[src/rtl/cr16_pkg.sv]
`default_nettype none
// ============================================================================
// Module      : cr16_pkg
// Description : Shared CR16 definitions for the writeback stage and the branch
//               unit. It holds the PSR layout, the status bit indices and the
//               4-bit branch condition-code encodings.
// Revision    : 1.0 - initial release
// ============================================================================
package cr16_pkg;

    // Width of the Processor Status Register. It is also the width of the ALU
    // status vector.
    localparam int c_psr_w = 5;

    // Bit positions in the PSR and in the ALU status vector.
    localparam int c_stat_c = 0;  // carry
    localparam int c_stat_l = 1;  // low (unsigned compare)
    localparam int c_stat_f = 2;  // flag (overflow)
    localparam int c_stat_z = 3;  // zero
    localparam int c_stat_n = 4;  // negative (signed compare)

    // Branch condition codes.
    localparam logic [3:0] c_cond_eq    = 4'd0;
    localparam logic [3:0] c_cond_ne    = 4'd1;
    localparam logic [3:0] c_cond_cs    = 4'd2;
    localparam logic [3:0] c_cond_cc    = 4'd3;
    localparam logic [3:0] c_cond_hi    = 4'd4;
    localparam logic [3:0] c_cond_ls    = 4'd5;
    localparam logic [3:0] c_cond_gt    = 4'd6;
    localparam logic [3:0] c_cond_le    = 4'd7;
    localparam logic [3:0] c_cond_fs    = 4'd8;
    localparam logic [3:0] c_cond_fc    = 4'd9;
    localparam logic [3:0] c_cond_lo    = 4'd10;
    localparam logic [3:0] c_cond_hs    = 4'd11;
    localparam logic [3:0] c_cond_lt    = 4'd12;
    localparam logic [3:0] c_cond_ge    = 4'd13;
    localparam logic [3:0] c_cond_uc    = 4'd14;
    localparam logic [3:0] c_cond_never = 4'd15;

endpackage : cr16_pkg
`default_nettype wire

[src/rtl/cond_eval.sv]
`default_nettype none
// ============================================================================
// Module      : cond_eval
// Description : Purely combinational CR16 branch condition evaluator. It
//               decodes a 4-bit condition code against a PSR value. The
//               branch unit uses this block as well.
// Ports       : i_psr  [c_psr_w-1:0] - flags {N,Z,F,L,C}
//               i_cond [3:0]         - condition code
//               o_true               - condition holds
// Revision    : 1.0 - initial release
// ============================================================================
module cond_eval
    import cr16_pkg::*;
(
    input  logic [c_psr_w-1:0] i_psr,
    input  logic [3:0]         i_cond,
    output logic               o_true
);

    logic w_c;
    logic w_l;
    logic w_f;
    logic w_z;
    logic w_n;

    assign w_c = i_psr[c_stat_c];
    assign w_l = i_psr[c_stat_l];
    assign w_f = i_psr[c_stat_f];
    assign w_z = i_psr[c_stat_z];
    assign w_n = i_psr[c_stat_n];

    always_comb begin
        o_true = 1'b0;
        case (i_cond)
            c_cond_eq:    o_true = w_z;
            c_cond_ne:    o_true = ~w_z;
            c_cond_cs:    o_true = w_c;
            c_cond_cc:    o_true = ~w_c;
            c_cond_hi:    o_true = w_l;
            c_cond_ls:    o_true = ~w_l;
            c_cond_gt:    o_true = w_n;
            c_cond_le:    o_true = ~w_n;
            c_cond_fs:    o_true = w_f;
            c_cond_fc:    o_true = ~w_f;
            c_cond_lo:    o_true = ~w_l & ~w_z;
            c_cond_hs:    o_true = w_l | w_z;
            c_cond_lt:    o_true = ~w_n & ~w_z;
            c_cond_ge:    o_true = w_n | w_z;
            c_cond_uc:    o_true = 1'b1;
            c_cond_never: o_true = 1'b0;
            default:      o_true = 1'b0;
        endcase
    end

endmodule : cond_eval
`default_nettype wire

[src/rtl/alu_wb_stage.sv]
`default_nettype none
// ============================================================================
// Module      : alu_wb_stage
// Description : CR16 writeback/status stage that sits after the ALU. It takes
//               ALU results through a valid/ready handshake and holds them in
//               a two-entry skid buffer. The buffer head drives the
//               register-file write port. The stage also owns the
//               architectural PSR and evaluates branch conditions against it.
// Config      : ALU_WB_PSR_BYPASS_EN - when defined, o_cond_true sees the
//               incoming status in the same cycle as a flag-setting accept,
//               so a compare can be followed by a branch with no bubble.
// Ports       : i_clk, i_nreset (async, active low)
//               upstream  : i_valid/o_ready, i_c, i_status, i_wb_en,
//                           i_wb_addr, i_flags_en, i_flush
//               downstream: o_valid/i_ready, o_data, o_wb_en, o_wb_addr
//               status    : o_psr, i_cond -> o_cond_true
// Revision    : 1.0 - initial release
// ============================================================================
module alu_wb_stage
    import cr16_pkg::*;
#(
    parameter int P_WIDTH      = 16,
    parameter int P_ADDR_WIDTH = 4
) (
    input  logic                    i_clk,
    input  logic                    i_nreset,
    input  logic                    i_valid,
    output logic                    o_ready,
    input  logic [P_WIDTH-1:0]      i_c,
    input  logic [c_psr_w-1:0]      i_status,
    input  logic                    i_wb_en,
    input  logic [P_ADDR_WIDTH-1:0] i_wb_addr,
    input  logic                    i_flags_en,
    input  logic                    i_flush,
    output logic                    o_valid,
    input  logic                    i_ready,
    output logic [P_WIDTH-1:0]      o_data,
    output logic                    o_wb_en,
    output logic [P_ADDR_WIDTH-1:0] o_wb_addr,
    output logic [c_psr_w-1:0]      o_psr,
    input  logic [3:0]              i_cond,
    output logic                    o_cond_true
);

    // Buffer occupancy doubles as the state encoding.
    localparam logic [1:0] c_empty = 2'd0;
    localparam logic [1:0] c_one   = 2'd1;
    localparam logic [1:0] c_full  = 2'd2;

    logic [1:0]              r_count;
    logic [P_WIDTH-1:0]      r_head_data;
    logic                    r_head_wb_en;
    logic [P_ADDR_WIDTH-1:0] r_head_addr;
    logic [P_WIDTH-1:0]      r_tail_data;
    logic                    r_tail_wb_en;
    logic [P_ADDR_WIDTH-1:0] r_tail_addr;
    logic [c_psr_w-1:0]      r_psr;

    logic                    w_accept;
    logic                    w_pop;
    logic                    w_take;
    logic                    w_flag_wr;
    logic [c_psr_w-1:0]      w_cond_psr;

    // Ready and valid decode only registered occupancy. This keeps
    // i_valid/i_ready from reaching them combinationally.
    assign o_ready   = (r_count != c_full);
    assign o_valid   = (r_count != c_empty);
    assign o_data    = r_head_data;
    assign o_wb_en   = r_head_wb_en & o_valid;
    assign o_wb_addr = r_head_addr;
    assign o_psr     = r_psr;

    assign w_accept  = i_valid & o_ready;
    assign w_pop     = o_valid & i_ready;
    // A flush kills a coincident accept. That covers both its data and its
    // flags.
    assign w_take    = w_accept & ~i_flush;
    assign w_flag_wr = w_take & i_flags_en;

    // ------------------------------------------------------------------
    // Two-entry skid buffer
    // ------------------------------------------------------------------
    always_ff @(posedge i_clk or negedge i_nreset) begin
        if (!i_nreset) begin
            r_count      <= c_empty;
            r_head_data  <= '0;
            r_head_wb_en <= 1'b0;
            r_head_addr  <= '0;
            r_tail_data  <= '0;
            r_tail_wb_en <= 1'b0;
            r_tail_addr  <= '0;
        end else if (i_flush) begin
            r_count <= c_empty;
        end else begin
            case (r_count)
                c_empty: begin
                    if (w_take) begin
                        r_head_data  <= i_c;
                        r_head_wb_en <= i_wb_en;
                        r_head_addr  <= i_wb_addr;
                        r_count      <= c_one;
                    end
                end
                c_one: begin
                    if (w_take && w_pop) begin
                        // Head drains and the new entry replaces it.
                        r_head_data  <= i_c;
                        r_head_wb_en <= i_wb_en;
                        r_head_addr  <= i_wb_addr;
                    end else if (w_take) begin
                        r_tail_data  <= i_c;
                        r_tail_wb_en <= i_wb_en;
                        r_tail_addr  <= i_wb_addr;
                        r_count      <= c_full;
                    end else if (w_pop) begin
                        r_count <= c_empty;
                    end
                end
                c_full: begin
                    // o_ready is low here, so only a pop can happen.
                    if (w_pop) begin
                        r_head_data  <= r_tail_data;
                        r_head_wb_en <= r_tail_wb_en;
                        r_head_addr  <= r_tail_addr;
                        r_count      <= c_one;
                    end
                end
                default: begin
                    r_count <= c_empty;
                end
            endcase
        end
    end

    // ------------------------------------------------------------------
    // PSR. Updated at accept time, independent of when the entry drains.
    // ------------------------------------------------------------------
    always_ff @(posedge i_clk or negedge i_nreset) begin
        if (!i_nreset) begin
            r_psr <= '0;
        end else if (w_flag_wr) begin
            r_psr <= i_status;
        end
    end

    // ------------------------------------------------------------------
    // Condition evaluation
    // ------------------------------------------------------------------
`ifdef ALU_WB_PSR_BYPASS_EN
    assign w_cond_psr = w_flag_wr ? i_status : r_psr;
`else
    assign w_cond_psr = r_psr;
`endif

    cond_eval u_cond_eval (
        .i_psr  (w_cond_psr),
        .i_cond (i_cond),
        .o_true (o_cond_true)
    );

endmodule : alu_wb_stage
`default_nettype wire

[config.mk]
export PLATFORM = sky130hd
export DESIGN_NAME = alu_wb_stage
export DESIGN_NICKNAME = d
export VERILOG_FILES = /design/src/rtl/cr16_pkg.sv /design/src/rtl/cond_eval.sv /design/src/rtl/alu_wb_stage.sv
export SDC_FILE = /design/constraint.sdc
export NUM_CORES = 1
export LEC_CHECK = 0
export ABC_AREA = 0
export CORE_ASPECT_RATIO = 1.4
export CORE_MARGIN = 2
export CORE_UTILIZATION = 51
export CTS_BUF_LIST = sky130_fd_sc_hd__clkbuf_16
export CTS_CLUSTER_DIAMETER = 40
export DETAILED_ROUTE_END_ITERATION = 8
export PLACE_DENSITY = 0.83
export SLEW_MARGIN = 10
export SYNTH_ARGS = -nofsm -noshare
export SYNTH_HDL_FRONTEND = slang
export SYNTH_SLANG_ARGS = --single-unit
[constraint.sdc]
create_clock -name i_clk -period 3.1 [get_ports i_clk]
set_input_delay 0.62 -clock i_clk [delete_from_list [all_inputs] [get_ports i_clk]]
set_output_delay 0.62 -clock i_clk [all_outputs]
set_load 0.02 [all_outputs]
[Yosys cells after proc, flatten, opt, wreduce, memory -nomap -nowiden]
Index checks and enable logic that the tools add are counted.
Storage, ports and cells
  logic and storage cells: 77
  bits in registers: 49
  output and inout bits: 29
Operators by class
  reductions and logical operators: 8
  bitwise gates (word level): 16
  multiplexer cells: 20
  equal/unequal tests: 25
Operators with widths (number)
  two-way mux 16 bit: 3
  one-hot mux 16 bit (3 select lines): 1
  == test 4 bit (second input constant): 8
  == test 4 x 3 -> 1 bit (second input constant): 4
  one-hot mux 1 bit (16 select lines): 1
  two-way mux 2 bit: 6
  two-way mux 4 bit: 3
  one-hot mux 4 bit (3 select lines): 1
  != test 3 bit (second input constant): 3
  == test 4 x 2 -> 1 bit (second input constant): 2
  != test 2 bit (second input constant): 4
  AND reduction 4 bit: 2
  bitwise AND 1 bit: 7
  NOT 1 bit: 7
  one-hot mux 2 bit (3 select lines): 1
  AND reduction 5 bit: 1
  == test 4 x 1 -> 1 bit (second input constant): 1
  zero test 4 bit: 1
  != test 4 bit (second input constant): 1
  two-way mux 1 bit: 3
  one-hot mux 1 bit (3 select lines): 1
  nonzero test 3 bit: 1
  == test 2 x 1 -> 1 bit (second input constant): 1
  == test 2 bit (second input constant): 1
  4 further kinds: 5

[Depth between registers and ports, before layout]
  depth in word-level cells: 7
  mapped depth: 5

[Hierarchy]
Synthesis repeated with hierarchy kept, for this count alone.
Unflattened totals
  cells, all modules: 166
  area total of the unflattened synthesis: 2523.7 sq um
Modules (own cells, without submodules)
  alu_wb_stage: cells each 143, times used 1, area an instance 2339.7 sq um, seq. area each 1226.2 sq um
  cond_eval: cells each 23, times used 1, area an instance 183.9 sq um, seq. area each 0.0 sq um

[Worst setup path after synthesis]
No wires, ideal clock.
  kind: input to output
  start point: input port i_cond[1]
  end point: output port o_cond_true
  buffers on the path: 1
  slack: 0.756 ns
  required time: 2.480 ns
  stages: 5
  arrival time: 1.724 ns
  cells stage by stage: clkbuf_1 -> mux2i_1 -> xor2_1 -> o221ai_1 -> a2bb2oi_1
On the way
  longest elaborated chain between the ends: 2
Ends and longest elaborated chain
  start, declared: RTL line alu_wb_stage.sv:41  | input logic [3:0] i_cond,
  == test 4 bit, or another cell as far along: RTL line cond_eval.sv:34  | case (i_cond)
  one-hot mux 1 bit (16 select lines) *: RTL line cond_eval.sv:34
  end, declared: RTL line alu_wb_stage.sv:42  | output logic o_cond_true
Mark *: on every way between the ends. The rest lies on a longest branch, timed or not.

[Final worst setup path]
  start point: input port i_cond[2]
  end point: output port o_cond_true
Same word-level chain as after synthesis.

==> flow_metrics.tcl <==
set metrics [dict create \
    crit_family "buffers and inverters" \
    antenna_cells 0 \
    wl_per_cell_um 15.0 \
    netlist_area_um2 2540 \
    critPathCaptureType "output port" \
    p_clk_frac 0.264 \
    fp.dieW_um 63.6 \
    finalSetupViolCount 0 \
    cts_resized 1 \
    synth.top_cell.area_share 0.483 \
    fp-row-count 30 \
    gp_congestion 0.776 \
    yosysWarnings 0 \
    maxCapViolCount 0 \
    worst_pin_slew_ns 0.549 \
    status "complete, no violations" \
    pwr-share-seq 0.446 \
    nNetsFinal 277 \
    synth_sequential_area_ratio 0.483 \
    final_hold_viol_count 0 \
    stdcell_count 306 \
    fp.dieH_um 87.5 \
    yosys-top-cells-area "dfrtp_1 48%, mux2_4 24%, mux2_1 11%, buf_6 1.3%, nand2b_1 0.99%" \
    p_leak_nw 1.48 \
    grt_max_degree 26 \
    netlist_instances 172 \
    htreeDepth 2 \
    cts_buffers 5 \
    synth_cell_types 35 \
    syn2layout_area_growth_pct 34.2 \
    finClkSkew_ns 0.00260 \
    vdd_drop_max_mv 0.463 \
    critPathMaxStageDelay_ns 0.53 \
    clkLatencyLatePin_ns 0.28 \
    overflow 0 \
    avgViaCountPerCell 5.14 \
    ys_seq_elements 49 \
    whs_ns 0.315 \
    placed_cells 298 \
    fill_cells 365 \
    powerDensity_nw_per_um2 575 \
    io_pins 65 \
    cts_setup_buffers 0 \
    synth_top_cell_by_area "dfrtp_1" \
    worstSetupPathDepth 6 \
    port_buffers 64 \
    fin_tns_setup_ns 0 \
    crit_path_cell_trace "clkdlybuf4s50_1, nor2b_1, a211o_1, a32oi_1, a2bb2oi_1, dlygate4sd2_1" \
    power_frac_comb 0.290 \
    rsz0062_at_grt "false" \
    synth.avg_cell_area_um2 14.8 \
    cp.arrival_ns 2.24 \
    tritoncts "yes" \
    cts_hold_buffers 0 \
    p_sw_frac 0.271 \
    start_kind "input pin" \
    slew-limit-headroom 0.634 \
    power.switching_mw 0.531 \
    grt_pass1_wl_mm 7.45 \
    totalWireLength_mm 4.58 \
    dp.final_hpwl_mm 3.32 \
    crit_buf_inv 2 \
    dieArea_um2 5560 \
    cp.required_ns 2.48 \
    drt_iter0_markers 50 \
    drive_gt1_frac 0.269 \
    dpl_cell_area_um2 3260 \
    crit_slowest_cell "clkdlybuf4s50_1" \
    worstRegToRegCells 4 \
    drv_slew 0 \
    cp_max_fo 9 \
    mappedNetlistNets 208 \
    max_freq_ghz 0.350 \
    track_usage 0.175 \
    core_area_um2 4800 \
    initial_utilization 0.528 \
    drc 0 \
    num_vias 1572 \
    antenna_left 0 \
    clock-sinks 49 \
    fin_crit_ns 2.86 \
    critPathKind "in -> out" \
    grt_pass1_vias 1615 \
    fin_crit_sh 0.921 \
    max-clock-path-buffers 2 \
    final_area_um2 3410 \
    cts_root_buf "clkbuf_16" \
    path_clk_slew_ns 0.06 \
    drt_pass1_iterations 3 \
    hp-class "in -> async" \
    p_int_mw 1.43 \
    antenna_found_initial 0 \
]
## cells by family after synthesis
group                  count (synthesis)  share of synthesized area
AND/OR/NAND/NOR                       27                     0.0656
multiplexers                          69                      0.366
AO/OA/AOI/OAI                         13                     0.0370
flip-flops                            49                      0.483
XOR/XNOR                               2                    0.00690
buffers and inverters                 12                     0.0409
## metal layers
| metal | wire length (µm) | up-vias | track usage |
|---|---|---|---|
| li1 | - | 746 | - |
| met1 | 1900 | 783 | 0.199 |
| met2 | 2430 | 37 | 0.314 |
| met3 | 175 | 6 | 0.0453 |
| met4 | 70 | 0 | 0.0652 |
| met5 | 0 | - | 0 |
## stage by stage
step / power (mW) / utilization / setup slack, ns
after floorplan: 1.20 / - / 0.756
after global placement: 1.44 / 0.679 / 0.0103
after detailed placement: 1.46 / 0.679 / -0.0358
after CTS: 1.99 / 0.709 / 0.238
after global routing: 2.06 / 0.709 / 0.117
final: 1.96 / 0.709 / 0.244
## cell type report
cell class                      count  area (µm²)  share of cell area
Multi-Input combinational cell    111        1230               0.361
Inverter                            2        7.51             0.00220
Timing Repair Buffer               72         719               0.211
Clock buffer                        5         125              0.0367
Clock inverter                      3        18.8             0.00551
Sequential cell                    49        1230               0.360
Tap cell                           64        80.1              0.0235
## cell usage after synthesis, drive strengths merged
cell type  number
a211o           1
a21oi           4
a2bb2oi         1
a32oi           1
and2            1
and4bb          1
buf             8
clkbuf          2
dfrtp          49
inv             2
mux2           68
mux2i           1
nand2           5
nand2b          4
nand3b          1
nor2            5
nor2b           4
nor3            2
nor3b           2
nor4bb          1
o21a            1
o21ai           2
o221ai          1
o22a            2
or2             1
xor2            2
## sequential cells by signal, summed over array words and instances, names as in the netlist
signal and count:
r_tail_data 16, r_count 2, o_data 16, r_head_wb_en 1
o_psr 5, o_wb_addr 4, r_tail_wb_en 1, r_tail_addr 4
## final timing paths
check / start / slack (ns) / endpoint
max: i_cond[2] / 0.24 / o_cond_true
min: i_nreset / 0.31 / o_data[1]
max reg2reg: r_count[1] / 1.34 / o_data[7]
min reg2reg: o_data[7] / 0.49 / o_data[7]
max in group asynchronous: i_nreset / 2.05 / r_tail_data[6]
min in group i_clk: o_data[7] / 0.49 / o_data[7]
## power groups by stage
stage | registers (mW) | clock network [mW] | logic (mW)
2_1_floorplan | 0.950 | 0 | 0.249
3_3_place_gp | 0.880 | 0 | 0.562
3_5_place_dp | 0.885 | 0 | 0.576
4_1_cts | 0.875 | 0.537 | 0.576
5_1_grt | 0.892 | 0.561 | 0.605
6_report | 0.874 | 0.518 | 0.568
## layout by cell type (no fill, tap or decap), types with 2 or more instances in the layout
master,instances
clkinvlp_4,2
buf_4,6
inv_1,3
o22a_1,2
mux2_4,41
nor2_1,5
mux2_1,25
nor2b_1,2
buf_12,2
xor2_1,2
clkdlybuf4s50_1,62
nor3_1,2
mux2_2,2
dfrtp_1,49
nand2b_1,4
o21ai_0,2
a21oi_1,3
clkbuf_16,5
nand2_1,5
(Power assumes the default switching activity.)
